<file path="src/rtl/chunked_seq_adder_pkg.sv">
// Shared definitions for the chunked add/subtract unit: FSM state encoding
// and the sizing helper for the chunk counter.
package chunked_seq_adder_pkg;

  typedef enum logic [1:0] {
    ST_IDLE = 2'd0,
    ST_BUSY = 2'd1,
    ST_DONE = 2'd2
  } state_t;

  // Counter width for n chunks; never narrower than one bit so NCHUNK==1 still works.
  function automatic int cnt_width(input int n);
    int w;
    if (n <= 2) begin
      w = 1;
    end else begin
      w = $clog2(n);
    end
    return w;
  endfunction

endpackage

</file>
<file path="src/rtl/chunked_seq_adder_ripple_carry_adder.sv">
// Plain ripple-carry adder used as the per-cycle slice of the chunked adder.
module ripple_carry_adder #(
  parameter int WIDTH = 4
) (
  input  logic [WIDTH-1:0] a,
  input  logic [WIDTH-1:0] b,
  input  logic             cin,
  output logic [WIDTH-1:0] sum,
  output logic             cout
);

  logic [WIDTH:0] carry_s;

  // Full-adder chain, LSB first.
  always_comb begin
    carry_s    = {(WIDTH+1){1'b0}};
    sum        = {WIDTH{1'b0}};
    carry_s[0] = cin;
    for (int i = 0; i < WIDTH; i++) begin
      sum[i]       = a[i] ^ b[i] ^ carry_s[i];
      carry_s[i+1] = (a[i] & b[i]) | (carry_s[i] & (a[i] ^ b[i]));
    end
  end

  assign cout = carry_s[WIDTH];

endmodule

</file>
<file path="src/rtl/chunked_seq_adder.sv">
// Multi-cycle add/subtract unit: processes CHUNK bits per cycle through one
// shared ripple-carry slice, with valid/ready handshakes on both sides.
// Subtraction is done as a + ~b + ~cin, so cout=1 means "no borrow".
module chunked_seq_adder
  import chunked_seq_adder_pkg::*;
#(
  parameter int WIDTH = 16,
  parameter int CHUNK = 4
) (
  input  logic             clk,
  input  logic             rst_n,
  input  logic             in_valid,
  output logic             in_ready,
  input  logic [WIDTH-1:0] a,
  input  logic [WIDTH-1:0] b,
  input  logic             cin,
  input  logic             op_sub,
  output logic             out_valid,
  input  logic             out_ready,
  output logic [WIDTH-1:0] sum,
  output logic             cout,
  output logic             overflow
);

  localparam int NCHUNK = WIDTH / CHUNK;
  localparam int KW     = cnt_width(NCHUNK);

  state_t           state_r;
  logic [KW-1:0]    k_r;
  logic [WIDTH-1:0] a_r;
  logic [WIDTH-1:0] b_r;
  logic [WIDTH-1:0] res_r;
  logic             carry_r;
  logic             a_msb_r;
  logic             b_msb_r;

  logic [CHUNK-1:0] slice_sum_s;
  logic             slice_cout_s;
  logic [WIDTH-1:0] res_next_s;
  logic             accept_s;
  logic             last_s;

  ripple_carry_adder #(.WIDTH(CHUNK)) u_slice (
    .a    (a_r[CHUNK-1:0]),
    .b    (b_r[CHUNK-1:0]),
    .cin  (carry_r),
    .sum  (slice_sum_s),
    .cout (slice_cout_s)
  );

  // A new op may enter when idle, or when the held result retires this cycle.
  assign in_ready = (state_r == ST_IDLE) | ((state_r == ST_DONE) & out_ready);
  assign accept_s = in_valid & in_ready;
  assign last_s   = (k_r == KW'(NCHUNK - 1));

  // Result register fills from the top, so after NCHUNK slices it holds the full sum.
  assign res_next_s = (res_r >> CHUNK) | (WIDTH'(slice_sum_s) << (WIDTH - CHUNK));

  // FSM, operand shifters, chunk counter and registered result outputs.
  always_ff @(posedge clk or negedge rst_n) begin
    if (!rst_n) begin
      state_r   <= ST_IDLE;
      k_r       <= {KW{1'b0}};
      a_r       <= {WIDTH{1'b0}};
      b_r       <= {WIDTH{1'b0}};
      res_r     <= {WIDTH{1'b0}};
      carry_r   <= 1'b0;
      a_msb_r   <= 1'b0;
      b_msb_r   <= 1'b0;
      sum       <= {WIDTH{1'b0}};
      cout      <= 1'b0;
      overflow  <= 1'b0;
      out_valid <= 1'b0;
    end else begin
      case (state_r)
        ST_IDLE: begin
          state_r <= ST_IDLE;
        end
        ST_BUSY: begin
          carry_r <= slice_cout_s;
          a_r     <= a_r >> CHUNK;
          b_r     <= b_r >> CHUNK;
          res_r   <= res_next_s;
          if (last_s) begin
            sum       <= res_next_s;
            cout      <= slice_cout_s;
            overflow  <= (a_msb_r == b_msb_r) & (res_next_s[WIDTH-1] != a_msb_r);
            out_valid <= 1'b1;
            state_r   <= ST_DONE;
          end else begin
            k_r <= k_r + KW'(1);
          end
        end
        ST_DONE: begin
          if (out_ready) begin
            out_valid <= 1'b0;
            state_r   <= ST_IDLE;
          end else begin
            out_valid <= 1'b1;
          end
        end
        default: begin
          out_valid <= 1'b0;
          state_r   <= ST_IDLE;
        end
      endcase

      // Accept overrides the IDLE/DONE next state; a retire-and-accept goes straight to BUSY.
      if (accept_s) begin
        a_r     <= a;
        b_r     <= op_sub ? ~b : b;
        carry_r <= op_sub ? ~cin : cin;
        a_msb_r <= a[WIDTH-1];
        b_msb_r <= op_sub ? ~b[WIDTH-1] : b[WIDTH-1];
        res_r   <= {WIDTH{1'b0}};
        k_r     <= {KW{1'b0}};
        state_r <= ST_BUSY;
      end
    end
  end

endmodule

</file>
<file path="config.mk">
export PLATFORM = sky130hd
export DESIGN_NAME = chunked_seq_adder
export DESIGN_NICKNAME = d
export VERILOG_FILES = /design/src/rtl/chunked_seq_adder_pkg.sv /design/src/rtl/chunked_seq_adder_ripple_carry_adder.sv /design/src/rtl/chunked_seq_adder.sv
export SDC_FILE = /design/constraint.sdc
export NUM_CORES = 1
export LEC_CHECK = 0
export BUFFER_PORTS_ARGS = -buffer_cell sky130_fd_sc_hd__buf_2
export CORE_AREA = 2 2 79 81
export DETAILED_ROUTE_END_ITERATION = 16
export DIE_AREA = 0 0 81 83
export PLACE_DENSITY = 0.92
export SYNTH_ARGS = -nofsm -noshare
export SYNTH_HDL_FRONTEND = slang
export SYNTH_HIERARCHICAL = 1
export SYNTH_SLANG_ARGS = --single-unit
</file>
<file path="constraint.sdc">
create_clock -name clk -period 4.09 [get_ports clk]
set_input_delay 0.818 -clock clk [delete_from_list [all_inputs] [get_ports clk]]
set_output_delay 0.818 -clock clk [all_outputs]
set_load 0.02 [all_outputs]
</file>
==> flow_summary.toml, run 1 <==
[run_status]
status = "complete, no violations"

[floorplanning]
initial_core_util_pct = 58.2
chipHeight_um = 83
die_w_um = 81
ios = 58
fp-row-count = 28
core_sq_mm = 0.00582
die_area_sq_mm = 0.00672

[pwr]
power_mw = 3.13
power_per_cell_area_mw_per_mm2 = 804
p_leak_nw = 1.93
vdd_ir_drop_max_uv = 402

[sta]
rsz0062_at_grt = "false"
layout_setup_ws_ns = 1.44
tightest_slew_ns = 1.13
setup_viol = 0
max_freq_mhz = 377
skew_ns = 0.0109
period_needed_ns = 2.65
hold_viol = 0
fin_setup_tns_ns = 0
post-route-period-util_pct = 64.8
slew_headroom_pct = 25.0
drv_slew = 0

[yosys]
yosysSeqAreaShare_pct = 51.8
ys.flop_type = "dfrtp_1"
synthesis.area_sq_mm = 0.00338
ys.warnings.count = 6
syn_area_per_cell_sq_um = 11.3
ys_types = 25
synth_cells = 300
synth_edf_count = 0
synth_area_leader_cell = "dfrtp_1"
synth_top_area_share_pct = 51.8
synth_area_leaders = "dfrtp_1, mux2i_1, o21ai_0"
syn-num-nets = 346
synth-seq-cells = 70
synthArstFlopShare_pct = 100

[cells_and_area]
final_cell_mix = "dfrtp_1, buf_2, o21ai_0"
n_fill_cell = 456
multi_input_area_sq_mm = 0.00143
final_nets = 393
final_common_cell = "dfrtp_1"
seqCellArea_sq_mm = 0.00175
area_growth_pct = 15.0
num_antenna_cells = 0
layout-drive-gt1-share_pct = 27.0

[cts]
numCtsBuffers = 9
cts-root-buf = "clkbuf_8"
cts_sinks = 70
cts_resized = 0
clk-insertion-delay-late_ns = 0.35
cts_setup_buffers = 0
ctsHoldBuffers = 0
clockBufferDepth = 2
cts_tree = "done"
h-tree-depth = 3
path_clk_slew_ns = 0.08

[placed_design]
dp_slack_ns = 1.51
io_buffers = 57
place_hpwl_mm = 4.43
gp_congestion = 0.840

[setup_path]
max_stage_delay_ns = 0.42
crit_required_ns = 3.27
cp-start-kind = "flip-flop"
slowest_stage = "dfrtp_1"
cp-end-kind = "output pin"
worst_ep_arrival_time_ns = 1.83
crit_type = "flip-flop to output pin"
critical_path_peak_fanout = 31
crit_chain = "inv_1, ha_1, a21o_1, buf_4, buf_2"

[route]
drtIter0Drc = 161
via_per_inst = 5.45
wl_per_cell_um = 15.0
num_vias = 2326
dr.pass1.iters = 4
drc = 0
drtAntennaViolNets = 0
drt-total-wl_mm = 6.42

[grt]
antenna_found_initial = 0
overflow = 0
grt_pass1_vias = 2304
grt_first_pass_wirelength_mm = 10.9
grt_usage_pct = 21.3
grt_max_degree = 53

[job]
cap_violations = 0

[hold_path]
hp-class = "flip-flop to flip-flop"
[kinds of logic (layout without fill, tap and decap cells)]
group	Yosys count	count (layout)	share of synthesized area [%]
AOI/OAI and AO/OA	45	45	6.96
xor gates and xnor gates	18	18	4.66
adders and majority gates	8	8	3.85
buffers and inverters	38	90	6.03
DFF	70	70	51.8
muxes	55	55	16.9
and+or+nand+nor	66	66	9.80
[synth_stat cells (2+ instances only)]
| cell | instances |
|---|---|
| ha_1 | 4 |
| buf_2 | 10 |
| mux2i_1 | 38 |
| xor2_1 | 17 |
| buf_6 | 6 |
| a21oi_1 | 2 |
| nand2_1 | 3 |
| nor2_1 | 15 |
| inv_1 | 14 |
| o21ai_0 | 39 |
| clkbuf_1 | 7 |
| fa_1 | 4 |
| nand3_1 | 33 |
| nor2b_1 | 2 |
| nand2b_1 | 11 |
| mux2_2 | 17 |
| dfrtp_1 | 70 |
[final cells by class]
class	instances	area share, %
Clock buffer	10	3.54
Clock inverter	6	2.99
Inverter	14	1.35
Multi-Input combinational cell	192	36.7
Sequential cell	70	45.0
Tap cell	75	2.41
Timing Repair Buffer	60	7.92
[sequential cells by signal, indices dropped and copies added (netlist names), 2 cells and up]
signal,count
res_r,12
state_r,2
k_r,2
b_r,16
sum,16
a_r,16
[through the flow]
stage / std cells / area, sq um / hold slack [ns] / utilization (%)
detailed placement: 411 / 3630 / 0.485 / 62.5
global route: 427 / 3890 / 0.529 / 66.9
finish: 427 / 3890 / 0.494 / 66.9
floorplan: 300 / 3380 / 0.480 / -
CTS: 427 / 3890 / 0.502 / 66.9
global placement: 411 / 3630 / 0.462 / 62.5
[critical path, delay by kind of cell, from the launching register on]
kind | cells | cell delay (ns)
AO/OA/AOI/OAI | 1 | 0.18
adder cells (fa/ha/maj) | 1 | 0.21
buffers and inverters | 3 | 0.66
flip-flops | 1 | 0.42
[layer usage]
metal	vias up	track usage, %	routed length, um
li1	1110	-	-
met1	1128	29.0	2810
met2	72	31.6	3070
met3	16	5.87	347
met4	0	10.0	197
met5	-	0	0
[where the power goes]
group	total, mW	internal [mW]	switching, mW
sequential	1.17	0.993	0.179
clock	0.701	0.427	0.274
combinational	1.26	0.527	0.728
total	3.13	1.95	1.18
[worst paths after layout]
kind                                  from  cells past startpoint  slack [ns]  endpoint
worst max register to register      a_r[0]                     11        1.46  overflow
worst min register to register    overflow                      2        0.49  overflow
worst min-delay path              overflow                      2        0.49  overflow
max in group asynchronous            rst_n                      2        2.52    a_r[1]
worst max-delay path            state_r[1]                      5        1.44  in_ready
min in group asynchronous            rst_n                      1        0.68   b_r[10]
No activity file was read; power rests on OpenSTA's default activity.
==> inputs of run 2 (changes only) <==
--- a/config.mk
+++ b/config.mk
@@ -5,11 +5,12 @@
 export SDC_FILE = /design/constraint.sdc
 export NUM_CORES = 1
 export LEC_CHECK = 0
+export ABC_AREA = 1
 export BUFFER_PORTS_ARGS = -buffer_cell sky130_fd_sc_hd__buf_2
-export CORE_AREA = 2 2 79 81
+export CORE_AREA = 2 2 84 86
 export DETAILED_ROUTE_END_ITERATION = 16
-export DIE_AREA = 0 0 81 83
-export PLACE_DENSITY = 0.92
+export DIE_AREA = 0 0 86 88
+export PLACE_DENSITY = 0.88
 export SYNTH_ARGS = -nofsm -noshare
 export SYNTH_HDL_FRONTEND = slang
 export SYNTH_HIERARCHICAL = 1
==> constraint.sdc (replaced) <==
create_clock -name clk -period 2.5 [get_ports clk]
set_input_delay 0.5 -clock clk [delete_from_list [all_inputs] [get_ports clk]]
set_output_delay 0.5 -clock clk [all_outputs]
set_load 0.02 [all_outputs]
==> flow_summary.toml, run 2 <==
[route]
via_per_inst = 5.11
drtIter0Drc = 152
top_layer_used = "met4"
routed-wl-met2_mm = 3.81
routed-wl-met3_um = 354
drtAntennaViolNets = 0
drc = 0
wl_per_cell_um = 12.3
num_vias = 3158
dr.pass1.iters = 4
wl_met1_mm = 3.33
drt-total-wl_mm = 7.58

[sta]
post-route-period-util_pct = 96.3
max_freq_mhz = 416
setup_viol = 0
tightest_slew_ns = 0.606
layout_setup_ws_ns = 0.0934
fin_setup_tns_ns = 0
period_needed_ns = 2.41
drv_slew = 0
skew_ns = 0.00841
slew_headroom_pct = 59.6
hold_viol = 0

[cells_and_area]
area_growth_pct = 15.2
final_nets = 579
num_antenna_cells = 0
layout-drive-gt1-share_pct = 17.5
reg_top3 = "a_r: 16 flops, b_r: 16 flops, sum: 16 flops"
fin_area_sq_mm = 0.00420
final_cell_mix = "nand2_1, dfrtp_1, inv_1, buf_2, nand3_1"
final_common_cell = "nand2_1"
fin_cells = 618

[placed_design]
dp.cells = 602
gp_congestion = 0.840
dpl_cell_area_sq_mm = 0.00395
dp_slack_ns = -0.0387
io_buffers = 57
place_hpwl_mm = 5.26

[yosys]
synthesis.area_sq_mm = 0.00365
yosysSeqAreaShare_pct = 48.0
syn-num-nets = 530
synth-seq-cells = 70
synth_area_leader_cell = "dfrtp_1"
synthArstFlopShare_pct = 100
synth_xor_area_share_pct = 1.20
syn_area_per_cell_sq_um = 7.54
synth_fa_ha_area_share_pct = 3.57
synth_most_common_cell = "nand2_1"
synth_area_leaders = "dfrtp_1, nand2_1, nand3_1"
synth_top_area_share_pct = 48.0
synthTopCellsByCount = "nand2_1, dfrtp_1, inv_1"
ys.warnings.count = 6
synth_compound_area_share_pct = 4.80
ys_types = 21
ys.flop_type = "dfrtp_1"
synth_edf_count = 0
synth_cells = 484
synth_top_family_by_area = "simple AND/OR/NAND/NOR gates"
synth.area.mux_share_pct = 0
synthSimpleGateAreaFrac_pct = 31.5

[grt]
grt_pass1_vias = 2939
grt_usage_pct = 21.8
overflow = 0
antenna_found_initial = 0
grt_first_pass_wirelength_mm = 13.0
grt_max_degree = 53

[cts]
h-tree-depth = 3
cts_tree = "done"
clk-insertion-delay-late_ns = 0.35
clockBufferDepth = 2
ctsHoldBuffers = 0
cts_setup_buffers = 0
numCtsBuffers = 9
path_clk_slew_ns = 0.08
cts-root-buf = "clkbuf_8"
cts_sinks = 70

[setup_path]
crit_type = "flip-flop to flip-flop"
cp-start-kind = "flip-flop"
critical_path_peak_fanout = 3
crit_required_ns = 2.78
cp-end-kind = "flip-flop"
worst_ep_arrival_time_ns = 2.68

[floorplanning]
ios = 58
initial_core_util_pct = 54.9
fp-row-count = 30
die_area_sq_mm = 0.00757
chipHeight_um = 88
core_sq_mm = 0.00664
die_w_um = 86

[pwr]
power_per_cell_area_mw_per_mm2 = 1240
vdd_ir_drop_max_uv = 610
p_leak_nw = 2.43

[run_status]
status = "complete, no violations"

[job]
cap_violations = 0

[hold_path]
hp-class = "input port to async pin"
==> run 2: worst paths after layout <==
check | start | endpoint | slack [ns] | cells past startpoint
min in group clk | a[12] | a_r[12] | 0.35 | 3
worst max register to register | carry_r | overflow | 0.09 | 12
worst max-delay path | carry_r | overflow | 0.09 | 12
worst min-delay path | rst_n | k_r[0] | 0.16 | 1
worst min register to register | cout | cout | 0.48 | 2
max in group asynchronous | rst_n | a_r[7] | 1.58 | 2
==> run 2: timing repair <==
item | in CTS | in global routing
gates resized for setup | 2 | 9
setup endpoints to repair | 1 | 2
pin swaps | 0 | 3
endpoints found under the hold margin | 0 | 0
==> run 2: cell families after synthesis <==
family	after synthesis
AO/OA/AOI/OAI	35
XOR/XNOR	5
adder cells (fa/ha/maj)	8
buffers and inverters	92
flip-flops	70
AND/OR/NAND/NOR	274
==> run 2: metrics by stage <==
stage	hold slack [ns]	total power, mW	util [%]
after floorplan	0.204	3.48	-
after global placement	0.459	3.87	59.4
after detailed placement	0.462	4.02	59.4
after CTS	0.166	5.15	63.1
after global routing	0.199	5.65	63.3
final	0.160	5.21	63.3
==> run 2: worst max-delay path, cell delays in order, from the launching register on <==
cell and delay (ns):
dfrtp_1 0.41, fa_2 0.40, inv_2 0.06, fa_2 0.19
inv_2 0.04, fa_2 0.35, inv_2 0.07, fa_1 0.41
inv_2 0.08, inv_2 0.04, o21ai_2 0.11, nand2_1 0.06
o21ai_1 0.11
==> run 2: final cells by class <==
type,instances,area (sq um)
inverter,64,243
timing repair buffer,66,353
sequential,70,1750
fill,580,2440
clock buffer,9,124
clock inverter,7,121
multi-input combinational,322,1510
tap,80,100
==> run 2: routing by layer <==
metal / vias up / GRT usage, %
met4: 0 / 9.09
met2: 85 / 38.8
met5: - / 0
met1: 1490 / 26.5
li1: 1574 / -
met3: 9 / 3.58
==> run 2: power breakdown <==
group | internal, mW | switching, mW | total (mW)
Clock | 0.666 | 0.460 | 1.13
Sequential | 1.60 | 0.261 | 1.86
Combinational | 0.770 | 1.46 | 2.23
Total | 3.04 | 2.18 | 5.21
==> inputs of run 3 (changes only) <==
--- a/config.mk
+++ b/config.mk
@@ -5,11 +5,10 @@
 export SDC_FILE = /design/constraint.sdc
 export NUM_CORES = 1
 export LEC_CHECK = 0
-export ABC_AREA = 1
 export BUFFER_PORTS_ARGS = -buffer_cell sky130_fd_sc_hd__buf_2
-export CORE_AREA = 2 2 84 86
+export CORE_AREA = 2 2 81 83
 export DETAILED_ROUTE_END_ITERATION = 16
-export DIE_AREA = 0 0 86 88
+export DIE_AREA = 0 0 83 85
 export PLACE_DENSITY = 0.88
 export SYNTH_ARGS = -nofsm -noshare
 export SYNTH_HDL_FRONTEND = slang
==> flow_summary.toml, run 3 (same netlist as run 1, synthesis figures left out) <==
[setup_path]
cpLargestDelayFamily = "adder cells"
crit_start = "b_r[0]"
cp_num_buf_inv = 5
cp-end-kind = "flip-flop"
crit_chain = "fa_2, inv_2, fa_1, inv_1, fa_2, inv_2, fa_1, inv_2, buf_4, mux2_2"
worst_ep_arrival_time_ns = 2.60
cp-start-kind = "flip-flop"
slowest_stage = "fa_1"
reg2reg_from = "b_r[0]"
max_stage_delay_ns = 0.54
critical_path_peak_fanout = 3
cpMostUsedCell = "inv_2"
crit_required_ns = 2.74
crit_type = "flip-flop to flip-flop"

[placed_design]
io_buffers = 57
gp_congestion = 0.782
dp_slack_ns = -0.0204
dpl_cell_area_sq_mm = 0.00367
place_hpwl_mm = 4.30

[sta]
slew_headroom_pct = 60.7
hold_viol = 0
post-route-period-util_pct = 94.4
rsz0062_at_grt = "false"
setup_viol = 0
tightest_slew_ns = 0.589
drv_slew = 0
layout_setup_ws_ns = 0.140
period_needed_ns = 2.36
skew_ns = 0.00687
max_freq_mhz = 424

[cts]
clk-insertion-delay-late_ns = 0.35
path_clk_slew_ns = 0.07
numCtsBuffers = 9
h-tree-depth = 3
ctsHoldBuffers = 0
clockBufferDepth = 2
cts_sinks = 70
cts_tree = "done"
cts-root-buf = "clkbuf_8"

[floorplanning]
core_sq_mm = 0.00620
ios = 58
fp-row-count = 29
chipHeight_um = 85
die_w_um = 83
die_area_sq_mm = 0.00706
initial_core_util_pct = 54.5

[cells_and_area]
num_antenna_cells = 0
final_common_cell = "dfrtp_1"
final_cell_mix = "dfrtp_1, buf_2, mux2i_1, o21ai_0, nand3_1"
layout-drive-gt1-share_pct = 29.0
reg_top3 = "a_r: 16 flops, b_r: 16 flops, sum: 16 flops"
final_nets = 397
area_growth_pct = 15.6
fin_area_sq_mm = 0.00391

[hold_path]
hp-class = "input port to async pin"

[pwr]
power_per_cell_area_mw_per_mm2 = 1310
vdd_ir_drop_max_uv = 796
p_leak_nw = 1.93

[route]
wl_per_cell_um = 15.0
num_vias = 2320
drt-total-wl_mm = 6.50
dr.pass1.iters = 4
via_per_inst = 5.37
drc = 0
drtAntennaViolNets = 0
drtIter0Drc = 87

[run_status]
status = "complete, no violations"

[grt]
grt_usage_pct = 20.1
grt_pass1_vias = 2361
grt_first_pass_wirelength_mm = 11.3
overflow = 0
antenna_found_initial = 0
grt_max_degree = 71

[job]
cap_violations = 0
[run 3: changes by cell type in the layout (fill, tap and decap cells not counted), moves of 9 or more]
cell and delta:
inv_1 -46, mux2_2 +17, mux2i_1 +38, nand2_1 -203, nand2b_1 +11, nand3_1 -20
nand3b_1 -12, nor2_1 +14, o21ai_0 +9, xor2_1 +15
[run 3: repair_timing]
item                                    CTS  global route
pin swaps                                 0             1
buffers inserted                          1             0
cloned                                    0             0
endpoints found under the setup margin    1             1
resized for setup                         1             6
[run 3: worst paths after layout]
| check | to | slack, ns | depth (start not counted) |
|---|---|---|---|
| max in group asynchronous | a_r[6] | 2.05 | 2 |
| worst min-delay path | sum[4] | 0.16 | 2 |
| worst max register to register | sum[15] | 0.14 | 10 |
| worst min register to register | sum[6] | 0.50 | 1 |
| min in group clk | a_r[14] | 0.38 | 3 |
| worst max-delay path | sum[15] | 0.14 | 10 |
[run 3: metal layers]
metal | up-vias | GRT usage [%] | wire length, um
li1 | 1112 | - | -
met1 | 1123 | 25.7 | 2880
met2 | 72 | 33.1 | 3200
met3 | 13 | 6.81 | 338
met4 | 0 | 5.51 | 77
met5 | - | 0 | 0
[run 3: cell type report]
cell class,count,area [sq um]
tap,77,96.3
timing repair buffer,64,350
clock inverter,3,67.6
fill,493,2290
inverter,14,52.6
multi-input combinational,192,1440
clock buffer,12,155
sequential,70,1750
[run 3: per-stage QoR]
step / setup TNS (ns) / utilization [%] / hold slack, ns / power [mW] / cells
2_1_floorplan: 0 / - / 0.204 / 3.53 / 300
3_3_place_gp: 0 / 59.2 / 0.461 / 3.92 / 416
3_5_place_dp: -0.0204 / 59.2 / 0.487 / 4.06 / 416
4_1_cts: 0 / 62.9 / 0.173 / 5.11 / 432
5_1_grt: 0 / 63.0 / 0.182 / 5.51 / 432
6_report: 0 / 63.0 / 0.159 / 5.13 / 432
[run 3: report_power, final]
group	switching [mW]	leakage (nW)	internal, mW
Combinational	1.24	0.913	0.940
Sequential	0.302	0.905	1.63
Clock	0.407	0.109	0.611
Total	1.95	1.93	3.18
